==> config.mk <==
export PLATFORM = sky130hd
export DESIGN_NAME = pc_update_ras
export DESIGN_NICKNAME = d
export VERILOG_FILES = /design/src/rtl/y86_pkg.sv /design/src/rtl/ras_stack.sv /design/src/rtl/pc_update_ras.sv
export SDC_FILE = /design/constraint.sdc
export NUM_CORES = 1
export LEC_CHECK = 0
export ABC_AREA = 0
export CORE_MARGIN = 1.5
export CORE_UTILIZATION = 32
export CTS_CLUSTER_DIAMETER = 60
export DETAILED_ROUTE_END_ITERATION = 7
export DONT_BUFFER_PORTS = 1
export PLACE_DENSITY = 0.43
export RECOVER_POWER = 25
export SYNTH_ARGS = -nofsm -noshare
export SYNTH_HDL_FRONTEND = slang
export SYNTH_SLANG_ARGS = --single-unit
export TNS_END_PERCENT = 5
==> constraint.sdc <==
create_clock -name clk -period 19.04 [get_ports clk]
set_clock_uncertainty 0.1 [all_clocks]
set_input_delay 2.856 -clock clk [delete_from_list [all_inputs] [get_ports clk]]
set_output_delay 2.856 -clock clk [all_outputs]
set_load 0.01 [all_outputs]
==> src/rtl/y86_pkg.sv <==
// Shared Y86-64 definitions: instruction codes, status codes and the
// run/halt/error state type used by the PC update unit.
package y86_pkg;

    localparam logic [3:0] I_HALT   = 4'h0;
    localparam logic [3:0] I_NOP    = 4'h1;
    localparam logic [3:0] I_RRMOVQ = 4'h2;
    localparam logic [3:0] I_IRMOVQ = 4'h3;
    localparam logic [3:0] I_RMMOVQ = 4'h4;
    localparam logic [3:0] I_MRMOVQ = 4'h5;
    localparam logic [3:0] I_OPQ    = 4'h6;
    localparam logic [3:0] I_JXX    = 4'h7;
    localparam logic [3:0] I_CALL   = 4'h8;
    localparam logic [3:0] I_RET    = 4'h9;
    localparam logic [3:0] I_PUSHQ  = 4'hA;
    localparam logic [3:0] I_POPQ   = 4'hB;

    localparam logic [2:0] STAT_AOK = 3'd1;
    localparam logic [2:0] STAT_HLT = 3'd2;
    localparam logic [2:0] STAT_INS = 3'd4;

    typedef enum logic [1:0] {
        RUN  = 2'd0,
        HALT = 2'd1,
        INS  = 2'd2
    } state_e;

endpackage

==> src/rtl/ras_stack.sv <==
// Circular return-address stack: push overwrites the oldest entry when full,
// pop compares the popped entry against the memory-supplied return address.
module ras_stack
    import y86_pkg::*;
#(
    parameter int unsigned ADDR_W    = 64,
    parameter int unsigned RAS_DEPTH = 8
) (
    input  logic                           clk,
    input  logic                           reset,
    input  logic                           push,
    input  logic                           pop,
    input  logic [ADDR_W-1:0]              push_data,
    input  logic [ADDR_W-1:0]              cmp_data,
    output logic [$clog2(RAS_DEPTH+1)-1:0] count,
    output logic                           overflow,
    output logic                           underflow,
    output logic                           mismatch
);

    localparam int unsigned PTR_W = $clog2(RAS_DEPTH);
    localparam int unsigned CNT_W = $clog2(RAS_DEPTH + 1);

    logic [ADDR_W-1:0] mem_q [RAS_DEPTH];
    logic [ADDR_W-1:0] mem_d [RAS_DEPTH];
    logic [PTR_W-1:0]  top_q, top_d, top_dec;
    logic [CNT_W-1:0]  count_q, count_d;
    logic              overflow_q, overflow_d;
    logic              underflow_q, underflow_d;
    logic              mismatch_q, mismatch_d;

    // Power-of-two depth lets pointer wrap fall out of the natural width.
    always_comb begin
        mem_d       = mem_q;
        top_d       = top_q;
        top_dec     = top_q - PTR_W'(1);
        count_d     = count_q;
        overflow_d  = overflow_q;
        underflow_d = underflow_q;
        mismatch_d  = 1'b0;
        if (push) begin
            mem_d[top_q] = push_data;
            top_d        = top_q + PTR_W'(1);
            if (count_q == CNT_W'(RAS_DEPTH)) begin
                overflow_d = 1'b1;
            end else begin
                count_d = count_q + CNT_W'(1);
            end
        end else if (pop) begin
            if (count_q == '0) begin
                underflow_d = 1'b1;
            end else begin
                top_d      = top_dec;
                count_d    = count_q - CNT_W'(1);
                mismatch_d = (mem_q[top_dec] != cmp_data);
            end
        end
    end

    always_ff @(posedge clk) begin
        if (reset) begin
            top_q       <= '0;
            count_q     <= '0;
            overflow_q  <= 1'b0;
            underflow_q <= 1'b0;
            mismatch_q  <= 1'b0;
        end else begin
            top_q       <= top_d;
            count_q     <= count_d;
            overflow_q  <= overflow_d;
            underflow_q <= underflow_d;
            mismatch_q  <= mismatch_d;
        end
    end

    // Entries are only meaningful below count, so they need no reset.
    always_ff @(posedge clk) begin
        mem_q <= mem_d;
    end

    assign count     = count_q;
    assign overflow  = overflow_q;
    assign underflow = underflow_q;
    assign mismatch  = mismatch_q;

endmodule

==> src/rtl/pc_update_ras.sv <==
// Registered PC unit for the SEQ Y86-64 datapath: PC register, status FSM,
// next-PC select and a return-address stack checked on every ret.
module pc_update_ras
    import y86_pkg::*;
#(
    parameter int unsigned       ADDR_W    = 64,
    parameter int unsigned       RAS_DEPTH = 8,
    parameter logic [ADDR_W-1:0] RESET_PC  = '0
) (
    input  logic                           clk,
    input  logic                           reset,
    input  logic                           instr_valid,
    input  logic                           stall,
    input  logic [3:0]                     icode,
    input  logic                           cnd,
    input  logic [ADDR_W-1:0]              valP,
    input  logic [ADDR_W-1:0]              valC,
    input  logic [ADDR_W-1:0]              valM,
    output logic [ADDR_W-1:0]              pc,
    output logic [2:0]                     stat,
    output logic                           ras_mismatch,
    output logic [$clog2(RAS_DEPTH+1)-1:0] ras_count,
    output logic                           ras_overflow,
    output logic                           ras_underflow
);

    state_e            state_q, state_d;
    logic [ADDR_W-1:0] pc_q, pc_d;
    logic [2:0]        stat_q, stat_d;
    logic              retire;
    logic              push, pop;

    always_comb begin
        retire  = (state_q == RUN) && instr_valid && !stall;
        pc_d    = pc_q;
        state_d = state_q;
        push    = 1'b0;
        pop     = 1'b0;
        if (retire) begin
            case (icode)
                I_HALT: state_d = HALT;
                I_NOP, I_RRMOVQ, I_IRMOVQ, I_RMMOVQ,
                I_MRMOVQ, I_OPQ, I_PUSHQ, I_POPQ: pc_d = valP;
                I_JXX:  pc_d = cnd ? valC : valP;
                I_CALL: begin
                    pc_d = valC;
                    push = 1'b1;
                end
                I_RET: begin
                    pc_d = valM;
                    pop  = 1'b1;
                end
                default: state_d = INS;
            endcase
        end
        case (state_d)
            HALT:    stat_d = STAT_HLT;
            INS:     stat_d = STAT_INS;
            default: stat_d = STAT_AOK;
        endcase
    end

    always_ff @(posedge clk) begin
        if (reset) begin
            state_q <= RUN;
            pc_q    <= RESET_PC;
            stat_q  <= STAT_AOK;
        end else begin
            state_q <= state_d;
            pc_q    <= pc_d;
            stat_q  <= stat_d;
        end
    end

    ras_stack #(
        .ADDR_W   (ADDR_W),
        .RAS_DEPTH(RAS_DEPTH)
    ) u_ras (
        .clk      (clk),
        .reset    (reset),
        .push     (push),
        .pop      (pop),
        .push_data(valP),
        .cmp_data (valM),
        .count    (ras_count),
        .overflow (ras_overflow),
        .underflow(ras_underflow),
        .mismatch (ras_mismatch)
    );

    assign pc   = pc_q;
    assign stat = stat_q;

endmodule

==> results.md, run 1 <==
* RR Endpoint: u_ras.mismatch
* H-tree level count at 3
* TNS Setup at 0 ps
* Post-synth EDFFs at 512
* Worst-Skew Late Latency at 610 ps
* WS Path Type: primary input to flip-flop
* WL per Instance at 29.3 µm
* Drt drc at 66
* WL met1 at 29.5 mm
* RSZ-0062 raised after global routing: false
* Max Used Layer: met5
* Vias per cell at 5.33
* Layout cells sized above 1 at 0.195
* Clock tree root buffer cell: clkbuf_16
* WHS Endpoint: u_ras.overflow
* CTS tree: yes
* Core Region at 73100 µm²
* Final Hold Viols at 0
* CTS Buffer Depth at 3
* TritonCTS buffer count at 72
* Hold Crit Depth at 2
* Pwr dens at 104 nW/µm²
* Initial core utilization at 0.323
* Max-Cap Viols at 0
* Synth Cell Area at 23600 µm²
* Hold WC Path Type: flip-flop to flip-flop
* Worst reg-to-reg setup slack at 13550 ps
* Synth async-reset ratio at 0
* Layout filler cell count at 6754
* Via count at 12400
* Non-filler cells, final at 2321
* Worst r2r src: u_ras.top_q[0]
* Syn nets at 1488
* Distinct cells, synth at 44
* Post-CTS setup buffer count at 0
* Max_slew headroom at 0.308
* Status: finished with violations
* First drt pass iteration count at 8
* CTS sink count at 591
* Gr ovfl total at 0
* Routed wire length at 68.1 mm
* Port-buffer cells at 0
* Post-layout min period at 5720 ps
* Fin util at 0.370
* Setup-failing EPs final at 0
* Syn Area/Cell at 18.5 µm²
* Row count at 99
* Fmax at 0.175 GHz
* Crit path DAT at 5850 ps
* Die area at 75500 µm²
* Req. time, crit path at 19170 ps
* IO Pins at 275
* Post-CTS sizing at 0
* Dpl cells at 2189
* Hold path start: u_ras.overflow
* Final HPWL DP at 43.1 mm
* R2r worst-path depth at 11
* Antenna violations before repair at 4
* VDD IR max at 0.0576 mV
* CP Launch Type: primary input
* GRT Util Overall at 0.181
* Pin count of the biggest net entering global routing at 78
* Slowest CP cell: nor2_4
* Failing checks: DRC
* Post-detailed-route count of antenna-violating nets at 0
* CP endpoint kind: flip-flop
* GPL Wtd Cong at 0.723
* Tcrit/Tclk final at 0.300
* Area Overhead vs Synth at 14.3%
* Nets@finish at 1512
* Width of the die at 275 µm
* Global-route wire length before repair at 96.8 mm
* Met3 routed WL at 5.52 mm
* Cells after synthesis at 1280
* Family with the most delay on the worst path: simple AND/OR/NAND/NOR gates
* Slowest stage delay, CP at 830 ps
* Sequential share of the synthesized area at 0.717
* Final Max Tran Viols at 0
* Cell Chain, Critical Path: nor4b_2 -> nor3b_2 -> nand2_1 -> nor2_4 -> buf_4
* Leakage at 8.04 nW
* Height of the die at 275 µm
* Main synth FF type: edfxtp_1
* 1st-iter DRT viols at 1251
* Area of the multi-input gates at 6390 µm²
* WP buf/inv at 1
* Ys Warns at 0
* Vias in the first global route at 12800
* Sequential cell area at 17000 µm²
* Synth Register Bits at 591
* Crit Path Max Fanout at 39
* Worst-path clk slew at 60 ps
* Slew @ Worst Pin at 1040 ps
* Met2 wire len at 31.7 mm
* Hold Buf Count CTS at 0
## tightest hold or removal path, delay by kind of cell, from the launching register on
kind,cells,cell delay [ps]
compound gates,1,50
flops,1,340
buf+inv,1,70
## cell usage after synthesis, types with 3 or more instances
master | count | area (µm²)
nor3_1 | 14 | 70.1
a222oi_1 | 64 | 641
nor4_1 | 12 | 75.1
mux4_2 | 122 | 2750
mux2i_1 | 14 | 140
a31oi_1 | 4 | 25.0
nand3_1 | 9 | 45.0
dfxtp_1 | 79 | 1580
edfxtp_1 | 512 | 15400
ha_1 | 6 | 75.1
buf_6 | 5 | 56.3
nor2_1 | 87 | 327
xor2_1 | 55 | 482
a21oi_1 | 11 | 55.1
o32ai_1 | 4 | 35.0
buf_1 | 4 | 15.0
clkbuf_1 | 40 | 150
nand2_1 | 15 | 56.3
a211oi_1 | 64 | 480
xnor2_1 | 80 | 701
buf_2 | 24 | 120
inv_1 | 9 | 33.8
nand4_1 | 18 | 113
buf_4 | 3 | 22.5
## layer usage
layer  up-vias  global-route usage
met2       394               0.282
li1       5345                   -
met4         4              0.0529
met5         -                   0
met3        82              0.0541
met1      6535               0.246
## final cells by class
type | instances | share of cell area
multi-input combinational | 604 | 0.237
clock buffer | 103 | 0.0748
timing repair buffer | 26 | 0.00722
tap | 959 | 0.0444
clock inverter | 28 | 0.00801
inverter | 9 | 0.00125
antenna | 1 | 0.0000926
sequential | 591 | 0.628
## power by group
part / switching (mW) / total, mW / internal (mW)
sequential: 0.0130 / 1.43 / 1.42
clock: 0.530 / 1.30 / 0.768
combinational: 0.0469 / 0.0825 / 0.0357
## sequential cells by signal, summed over array words and instances (netlist names)
| register | cells |
|---|---|
| u_ras.mem_q | 512 |
| pc | 64 |
| u_ras.count | 4 |
| stat | 3 |
| u_ras.top_q | 3 |
| state_q | 2 |
| u_ras.mismatch | 1 |
| u_ras.overflow | 1 |
| u_ras.underflow | 1 |
## through the flow
step | power [mW] | hold WS (ps) | worst slack (ps) | cell area (µm²)
2_1_floorplan | 1.52 | 370 | 8280 | 23600
3_3_place_gp | 1.54 | 393 | 12700 | 24800
3_5_place_dp | 1.54 | 398 | 12600 | 24800
4_1_cts | 2.85 | 406 | 13250 | 27000
5_1_grt | 2.91 | 444 | 13040 | 27000
6_report | 2.81 | 408 | 13320 | 27000
## how the worst max path moves through the flow
stage,start,end,slack (ps),cells past startpoint
3_3_place_gp,icode[1],u_ras.mem_q[102],12700,5
6_report,stall,u_ras.mem_q[99],13320,5
4_1_cts,stall,u_ras.mem_q[89],13250,5
3_5_place_dp,stall,u_ras.mem_q[65],12600,5
2_1_floorplan,stall,u_ras.mem_q[448],8280,4
5_1_grt,stall,u_ras.mem_q[99],13040,5
## cell families after synthesis
family,Yosys count,share of synthesized area
muxes,136,0.122
AOI/OAI and AO/OA,163,0.0574
and+or+nand+nor,163,0.0320
xor gates and xnor gates,135,0.0500
adders and majority gates,7,0.00402
DFF,591,0.717
buffers and inverters,85,0.0168
## placed cells by master, fill, tap and decap left out, types with 11 or more instances in the layout
master / n
dfxtp_1: 78
xnor2_1: 79
buf_4: 26
mux2i_1: 14
clkbuf_16: 74
clkbuf_1: 23
nand2_1: 15
nand4_1: 18
a21oi_1: 11
xor2_1: 54
edfxtp_1: 512
mux4_2: 122
a222oi_1: 64
a211oi_1: 64
nor4_1: 11
nor2_1: 84
Note: power is estimated with default switching activity, not from simulation.
==> run 2, diff against run 1 <==
Clock period 19.04 ns to 5.42 ns, I/O delays scaled along.
==> run 2 against run 1 <==
The flow still finishes with violations (DRC). Critical path depth grew 5. Worst setup slack lost 12000 ps. Final cell count is essentially flat. Sequential power grew to 3.5 times the previous value. Die area is the same. Core utilization grew 0.32 points. Clock power grew to 3.7 times the previous value. First-iteration DRC count grew 8.2%. Routed wire length is essentially flat. Combinational power grew to 3.5 times the previous value. Critical path type is now flip-flop to flip-flop. Critical endpoint is now u_ras.mismatch. Largest cell class unchanged.
==> results.md, run 2 (synthesis gave the netlist of run 1 again) <==
* Max_slew headroom at 0.306 (-0.00191)
* DP Area at 24900 µm² (+0.49%)
* VDD IR max at 0.184 mV (+220%)
* Post-CTS sizing at 0 (unchanged)
* CTS Buffer Depth at 3 (unchanged)
* Row count at 99 (unchanged)
* Req. time, crit path at 5790 ps (-13380 ps)
* Crit Path Max Fanout at 38 (-2.6%)
* Hold Buf Count CTS at 0 (unchanged)
* Post-detailed-route count of antenna-violating nets at 0 (unchanged)
* Fmax at 0.236 GHz
* 1st-iter DRT viols at 1353 (+8.2%)
* Cell Chain, Critical Path: inv_1 -> ha_4 -> buf_4 -> mux4_2 -> xnor2_1 -> nand4_1 -> o32ai_1 -> nand2_1 -> nor3_1 -> a31oi_1
* Core Region at 73100 µm² (unchanged)
* Largest reg by FF count: u_ras.mem_q
* Fin Hold WS at 193 ps (-216 ps)
* Total power at 10.1 mW (+260%)
* Vias per cell at 5.38 (+1.0%)
* TritonCTS buffer count at 70 (-2.8%)
* Via count at 12500 (+1.1%)
* Height of the die at 275 µm (unchanged)
* Post-CTS setup buffer count at 0 (unchanged)
* Die area at 75500 µm² (unchanged)
* Most used cells in the layout excluding fill and tap cells: 512 x edfxtp_1, 122 x mux4_2, 84 x nor2_1, 79 x xnor2_1, 78 x dfxtp_1
* Initial core utilization at 0.323 (unchanged)
* Reg power frac at 0.497 (-0.012)
* Layout cells sized above 1 at 0.203 (+0.00793)
* Post-layout min period at 4240 ps
* Max reg flops at 512 (unchanged)
* Global-route wire length before repair at 95.1 mm (-1.8%)
* Place WS at 992 ps (-11610 ps)
* Area Overhead vs Synth at 15.3%
* Pin count of the biggest net entering global routing at 84 (+7.7%)
* Failing checks: DRC
* Drt drc at 18 (-73%)
* Hold WC Path Type: primary input to flip-flop
* Dpl cells at 2194 (+0.23%)
* Fin util at 0.373 (+0.00324)
* Final HPWL DP at 42.6 mm (-1.2%)
* First drt pass iteration count at 8 (unchanged)
* Slowest stage delay, CP at 760 ps (-70 ps)
* GPL Wtd Cong at 0.721 (-0.22%)
* Gate power share at 0.029 (about the same)
* Width of the die at 275 µm (unchanged)
* H-tree level count at 3 (unchanged)
* Clock tree root buffer cell: clkbuf_16
* Gr ovfl total at 0 (unchanged)
* CP endpoint kind: flip-flop
* Max-Cap Viols at 0 (unchanged)
* Final Hold Viols at 0 (unchanged)
* Final Max Tran Viols at 0 (unchanged)
* Slowest CP cell: ha_4
* Nets@finish at 1515 (+0.20%)
* Worst-Skew Late Latency at 590 ps (-20 ps)
* Worst Setup Slack, final at 1180 ps (-12150 ps)
* Antenna violations before repair at 2 (-2)
* Leakage at 8.14 nW (+1.2%)
* Switching Share at 0.206 (-0.00349)
* Layout filler cell count at 6695 (-0.87%)
* Vias in the first global route at 12500 (-2.3%)
* TNS Setup at 0 ps (unchanged)
* CP Launch Type: flip-flop
* Status: finished with violations
* Pwr dens at 371 nW/µm² (+260%)
* Tcrit/Tclk final at 0.783
* CTS tree: yes
* Worst-path clk slew at 60 ps (about the same)
* Post-route cell area at 27300 µm² (+0.87%)
* Non-filler cells, final at 2322 (+0.043%)
* Crit path DAT at 4620 ps (-1230 ps)
* WS Path Type: flip-flop to flip-flop
* Port-buffer cells at 0 (unchanged)
* RSZ-0062 raised after global routing: false
* Routed wire length at 68.0 mm (about the same)
* IO Pins at 275 (unchanged)
* NetSw at 2.09 mW (+250%)
* Commonest non-fill, non-tap cell in the layout: edfxtp_1
* GRT Util Overall at 0.179 (-0.00201)
* WL per Instance at 29.3 µm (about the same)
* Int Pwr at 8.02 mW (+260%)
* Slew @ Worst Pin at 1040 ps (+2.87 ps)
* Clock network fraction of design power at 0.475 (+0.013)
* Setup-failing EPs final at 0 (unchanged)
* CTS sink count at 591 (unchanged)
run 2: cell types whose count changed in the layout (fill, tap and decap cells not counted), sizes merged:
cell | previous run | this run
clkinvlp | 0 | 2
buf | 26 | 31
clkinv | 21 | 19
bufinv | 2 | 7
clkbuf | 103 | 94
run 2: cell type report:
type | instances | area, µm² | area share
inverters | 9 | 33.8 | 0.00124
repair buffers | 31 | 308 | 0.0113
well taps | 959 | 1200 | 0.0440
diodes | 1 | 2.50 | 0.0000918
clock buffers | 94 | 1990 | 0.0729
flip-flops and latches | 591 | 17000 | 0.622
multi-input cells | 604 | 6400 | 0.235
clock inverters | 33 | 367 | 0.0135
run 2: power by group through the flow:
| stage | combinational, mW | sequential (mW) | clock [mW] |
|---|---|---|---|
| after floorplan | 0.218 | 5.11 | 0 |
| after global placement | 0.293 | 5.12 | 0 |
| after detailed placement | 0.295 | 5.12 | 0 |
| after CTS | 0.297 | 5.02 | 4.93 |
| after global routing | 0.318 | 5.02 | 5.10 |
| final | 0.288 | 5.02 | 4.80 |
run 2: worst paths after layout:
kind / startpoint / endpoint / slack (ps) / cells after the start
worst min-delay path: reset / state_q[1] / 190 / 1
worst max register to register: u_ras.top_q[0] / u_ras.mismatch / 1180 / 10
worst max-delay path: u_ras.top_q[0] / u_ras.mismatch / 1180 / 10
worst min register to register: u_ras.overflow / u_ras.overflow / 410 / 2
run 2: critical path: cells and delay by family (launching register included):
family,cells,cell delay (ps)
AO/OA/AOI/OAI,2,480
XOR/XNOR,1,240
adder cells (fa/ha/maj),1,760
buffers and inverters,2,710
flip-flops,1,680
multiplexers,1,360
AND/OR/NAND/NOR,3,730
run 2: metal layers:
metal  up-vias  routed length [µm]  GRT usage
met5         -                  17          0
met4         2                1490     0.0497
met3       104                5180     0.0498
met2       426               32500      0.287
met1      6603               28800      0.240
li1       5356                   -          -
==> run 3, diff against run 2 <==
Clock period 5.42 ns to 3.94 ns, I/O delays scaled along.
==> run 3 against run 2 <==
The run still ends with DRC left. Worst setup slack worse by 890 ps. Routed wire length about the same. Clock-buffer cell count is 13 higher. Sequential power increased by 37%. Highest routed layer unchanged.
==> results.md, run 3 (synthesis gave the netlist of run 1 again) <==
* Die area at 75500 µm² (unchanged)
* Cell Chain, Critical Path: inv_1 -> ha_4 -> buf_12 -> mux4_2 -> xnor2_1 -> nand4_1 -> nor4_1 -> a31oi_1 -> a2111oi_1 -> a31oi_1
* Gr ovfl total at 0 (unchanged)
* Crit Path Max Fanout at 34 (-11%)
* Leakage at 8.53 nW (+4.8%)
* GRT Util Overall at 0.179 (about the same)
* Layout cells sized above 1 at 0.201 (-0.00268)
* Final HPWL DP at 42.0 mm (-1.3%)
* Worst r2r src: u_ras.top_q[1]
* WS Path Type: flip-flop to flip-flop
* Max reg flops at 512 (unchanged)
* Max_slew headroom at 0.259 (-0.0478)
* Worst-Skew Late Latency at 600 ps (about the same)
* CTS Buffer Depth at 3 (unchanged)
* CP Launch Type: flip-flop
* R2r worst-path depth at 10 (unchanged)
* CP endpoint kind: flip-flop
* Drt drc at 33 (+15)
* Worst reg-to-reg setup slack at 280 ps (-890 ps)
* Global-route wire length before repair at 96.0 mm (+0.91%)
* Via count at 12700 (+1.6%)
* Pwr dens at 502 nW/µm² (+35%)
* 1st-iter DRT viols at 1165 (-14%)
* Fmax at 0.273 GHz (+16%)
* CTS tree: yes
* Routed wire length at 68.0 mm (about the same)
* Failing checks: DRC
* Setup-failing EPs final at 0 (unchanged)
* Nets@finish at 1590 (+5.0%)
* Slew @ Worst Pin at 1110 ps (+71.7 ps)
* Initial core utilization at 0.323 (unchanged)
* WL met1 at 30.1 mm (+4.6%)
* Most used cells in the layout excluding fill and tap cells: 512 x edfxtp_1, 122 x mux4_2, 84 x nor2_1, 79 x xnor2_1, 78 x dfxtp_1
* Hold path start: reset
* RSZ-0062 raised after global routing: false
* Post-layout min period at 3660 ps (-586 ps)
* Hold WC Path Type: primary input to flip-flop
* Core Region at 73100 µm² (unchanged)
* Post-detailed-route count of antenna-violating nets at 0 (unchanged)
* Crit-path most repeated cell: a31oi_1
* Vias in the first global route at 13000 (+3.9%)
* Slowest CP cell: dfxtp_1
* CTS sink count at 591 (unchanged)
* Final Max Tran Viols at 0 (unchanged)
* IO Pins at 275 (unchanged)
* Hold Crit Depth at 1 (unchanged)
* Width of the die at 275 µm (unchanged)
* Row count at 99 (unchanged)
* H-tree level count at 3 (unchanged)
* Vias per cell at 5.28 (-1.8%)
* Height of the die at 275 µm (unchanged)
* Antenna violations before repair at 4 (+2)
* Max Used Layer: met5
* Crit path DAT at 4030 ps (-590 ps)
* Req. time, crit path at 4310 ps (-1480 ps)
* GPL Wtd Cong at 0.729 (+1.2%)
* WL per Instance at 28.3 µm (-3.3%)
* Fin util at 0.386 (+0.0135)
* Worst-path clk slew at 60 ps (about the same)
* TritonCTS buffer count at 70 (unchanged)
* Status: finished with violations
* Clock tree root buffer cell: clkbuf_16
* Non-filler cells, final at 2402 (+3.4%)
* Largest reg by FF count: u_ras.mem_q
* Area Overhead vs Synth at 19.5%
* Met3 routed WL at 4.54 mm (-12%)
* Port-buffer cells at 0 (unchanged)
* Pin count of the biggest net entering global routing at 125 (+49%)
* Slowest stage delay, CP at 530 ps (-230 ps)
* Commonest non-fill, non-tap cell in the layout: edfxtp_1
* Max-Cap Viols at 0 (unchanged)
* WHS Endpoint: stat[0]
* RR Endpoint: u_ras.mismatch
* VDD IR max at 0.237 mV (+29%)
* Met2 wire len at 32.1 mm (-1.4%)
* Post-CTS setup buffer count at 0 (unchanged)
* Tcrit/Tclk final at 0.928 (+0.145)
* Dpl cells at 2204 (+0.46%)
* First drt pass iteration count at 8 (unchanged)
* Final Hold Viols at 0 (unchanged)
-- run 3: cell count changes in the layout (fill, tap and decap cells not counted), sizes merged, moves of 2 or more --
cell,delta
buf,+11
clkbuf,+13
clkinv,-8
diode,+2
dlygate4sd3,+64
-- run 3: how the worst max path moves through the flow --
| stage | startpoint | end | slack, ps | depth (start not counted) |
|---|---|---|---|---|
| after floorplan | icode[1] | u_ras.mem_q[0] | -870 | 4 |
| after global placement | u_ras.top_q[1] | u_ras.mismatch | 170 | 10 |
| after detailed placement | u_ras.top_q[1] | u_ras.mismatch | 100 | 10 |
| after CTS | u_ras.top_q[1] | u_ras.mismatch | 70 | 10 |
| after global routing | u_ras.top_q[1] | u_ras.mismatch | 80 | 10 |
| final | u_ras.top_q[1] | u_ras.mismatch | 280 | 10 |
-- run 3: per-layer routing --
metal  track usage  vias up
met5             0        -
met4        0.0437        2
met3        0.0449       85
met2         0.284      414
met1         0.248     6663
li1              -     5528
-- run 3: power breakdown --
part	switching [mW]	internal (mW)
sequential	0.0583	6.84
combinational	0.315	0.227
clock	2.57	4.15
-- run 3: what timing repair did --
action                                  4_1_cts  5_1_grt
endpoints found under the setup margin        0        1
hold endpoints to repair                    587        0
hold buffers                                 65        0
gates resized for setup                       0        1
-- run 3: per-stage QoR --
stage          setup WS (ps)  area [µm²]  hold WS, ps  total power [mW]  TNS [ps]
2_1_floorplan           -866       23700          370              7.33   -347620
3_3_place_gp             172       25100          389              7.44         0
6_report                 282       28200         37.6              14.2         0
5_1_grt                 83.8       28200         18.6              14.6         0
4_1_cts                 66.5       28200        0.844              14.3         0
3_5_place_dp            98.2       25100          391              7.45         0
-- run 3: final cells by class --
cell class,count,area (µm²)
Inverter,9,33.8
Multi-Input combinational cell,604,6440
Fill cell,6718,44800
Timing Repair Buffer,106,1180
Antenna cell,3,7.51
Sequential cell,591,17000
Clock inverter,23,323
Tap cell,959,1200
Clock buffer,107,2100
-- run 3: worst max-delay path: cells and delay by family, from the launching register on --
family / cells / cell delay [ps]
adders and majority gates: 1 / 500
AOI/OAI and AO/OA: 3 / 700
muxes: 1 / 350
DFF: 1 / 530
buffers and inverters: 2 / 460
xor gates and xnor gates: 1 / 200
and+or+nand+nor: 2 / 670
==> patch: new RTL, config.mk and constraints of run 3 <==
`ADDR_W` is set to 64 in 2 places; all go to 128.
--- a/src/rtl/ras_stack.sv
+++ b/src/rtl/ras_stack.sv
@@ -3,7 +3,7 @@
 module ras_stack
     import y86_pkg::*;
 #(
-    parameter int unsigned ADDR_W    = 64,
+    parameter int unsigned ADDR_W    = 128,
     parameter int unsigned RAS_DEPTH = 8
 ) (
     input  logic                           clk,
--- a/src/rtl/pc_update_ras.sv
+++ b/src/rtl/pc_update_ras.sv
@@ -3,7 +3,7 @@
 module pc_update_ras
     import y86_pkg::*;
 #(
-    parameter int unsigned       ADDR_W    = 64,
+    parameter int unsigned       ADDR_W    = 128,
     parameter int unsigned       RAS_DEPTH = 8,
     parameter logic [ADDR_W-1:0] RESET_PC  = '0
 ) (
Interface: changed (resized pc, valC, valM and valP); port bits go from 275 to 531. The function was not compared with the original's and may differ.
==> patch against run 3 <==
  * The run still ends with DRC left
  * Non-clock buffer count increased by 280
  * Setup slack got worse by 100 ps
  * Critical path depth increased by 3
  * Sequential cell count increased by 576
  * Cell area increased by 100%
  * Count of clock-buffer cells in the layout increased by 82
  * Sequential power increased by 99%
  * Total power increased by 94%
  * Synthesized area increased by 96%
  * Wire length increased by 120%
  * Clock power increased by 86%
  * Combinational power increased by 130%
  * Critical path type unchanged
==> patch: results (changes against run 3) <==
** Final layout
- The flip-flop count of the largest register after layout is 1,024 (+100%).
- The final net count is 3,190 (+100%).

** Critical path
- CP max stage delay :: 460 ps (-70 ps)
- On the critical path the largest part of the delay comes from simple AND/OR/NAND/NOR gates.
- Beginning of the worst register-to-register path :: u_ras.top_q[0]
- Among all stages on the critical path, the largest delay is contributed by sky130_fd_sc_hd__nor4_1.

** Yosys
- The count of unique library cells instantiated by Yosys came to 42 (-4.5%).
- The mean cell area of the mapped netlist came to 19.16 sq um (+3.7%).
- The number of flops mapped to enable cells by yosys came to 1,024 (+100%).
- Net count after synthesis :: 2,813 (+89%)
- Synth top cells by count :: sky130_fd_sc_hd__edfxtp_1 (1,024), sky130_fd_sc_hd__mux4_2 (256), sky130_fd_sc_hd__nor2_1 (156)
- The share of synthesized area occupied by flip-flops and latches came to 72.72% (+0.97 points).
- By area the synthesized netlist is led by sky130_fd_sc_hd__edfxtp_1 (67%), sky130_fd_sc_hd__mux4_2 (12%), sky130_fd_sc_hd__dfxtp_1 (6.2%), sky130_fd_sc_hd__a222oi_1 (2.8%), sky130_fd_sc_hd__xnor2_1 (2.7%).

** Detailed routing
- The DRC violation count after routing is 2 (-94%).
- The routed metal-1 wirelength came to 64,030 um (+110%).
- The initial DRC count is 2,452 (+110%).
- Met3 wire length :: 8384 um (+85%)
- Via count :: 25,548 (+100%)

** GRT
- Initial antenna violation count :: 16 (+12)
- Met3 demand-to-capacity share in global routing :: 4.131% (-0.36 points)
- The global-route wire length before repair came to 209,400 um (+120%).
- The via count of the first global-routing pass is 26,849 (+110%).

** Outcome
- Result of the run :: finished with violations
- The final reports fail on DRC.

** Clock tree
- The number of clock buffers inserted by TritonCTS is 141 (+100%).
- The count of hold-fix buffers inserted at cts came to 247 (+280%).
- The number of H-tree branching levels is 4 (+1).
- The number of gates resized after cts came to 3 (+3).

** Placement
- The total placed instance area came to 0.04960 sq mm (+97%).
- The number of instances in the placed design came to 4,298 (+95%).
- Post-DP HPWL :: 97,150 um (+130%)
- The routability-driven placement congestion ratio is 0.7587 (+4.0%).

** Power and ir drop
- The internal portion of total power is 0.02138 W (+91%).

** Min path
- Number of cells traversed by the worst hold path :: 2 (+1)
==> patch: cell count changes in the layout (fill, tap and decap cells not counted), sizes merged, moves of 64 or more <==
cell	delta
buf	+97
clkbuf	+83
a222oi	+64
edfxtp	+512
a211oi	+64
dfxtp	+64
mux4	+134
dlygate4sd3	+182
nor2	+69
==> patch: final cells by class <==
| cell class | count | area, sq um |
|---|---|---|
| Inverter | 10 | 40.04 |
| Multi-Input combinational cell | 1084 | 12060 |
| Timing Repair Buffer | 386 | 4124 |
| Fill cell | 12957 | 86740 |
| Clock inverter | 70 | 599.3 |
| Clock buffer | 189 | 3905 |
| Tap cell | 1903 | 2381 |
| Sequential cell | 1167 | 33620 |
| Antenna cell | 7 | 17.52 |
==> patch: logic make-up after synthesis <==
group	synth area share, %
DFF	72.72
AOI/OAI and AO/OA	5.438
muxes	12.86
and+or+nand+nor	2.653
xor gates and xnor gates	4.491
buffers and inverters	1.632
adders and majority gates	0.2057
==> patch: power by group through the flow <==
stage	Sequential [W]	Combinational [W]	Clock, W
floorplan	0.0139	0.000575	0
global placement	0.0139	0.000839	0
detailed placement	0.0139	0.000856	0
CTS	0.0137	0.00128	0.0129
global route	0.0137	0.00136	0.0133
finish	0.0137	0.00126	0.0125
==> patch: stage by stage <==
step | total power (W) | hold slack [ps] | setup TNS, ps | utilization (%) | setup WS [ps]
2_1_floorplan | 0.01447 | 369.6 | -1526710 | - | -2296
3_3_place_gp | 0.01476 | 400.3 | -549.1 | 34.57 | -549.1
3_5_place_dp | 0.01478 | 392.7 | -541.8 | 34.57 | -541.8
4_1_cts | 0.02779 | 0.1781 | 0 | 39.48 | 28.12
5_1_grt | 0.02834 | 27.39 | -0.6075 | 39.54 | -0.6075
6_report | 0.02745 | 48.29 | 0 | 39.54 | 180.0
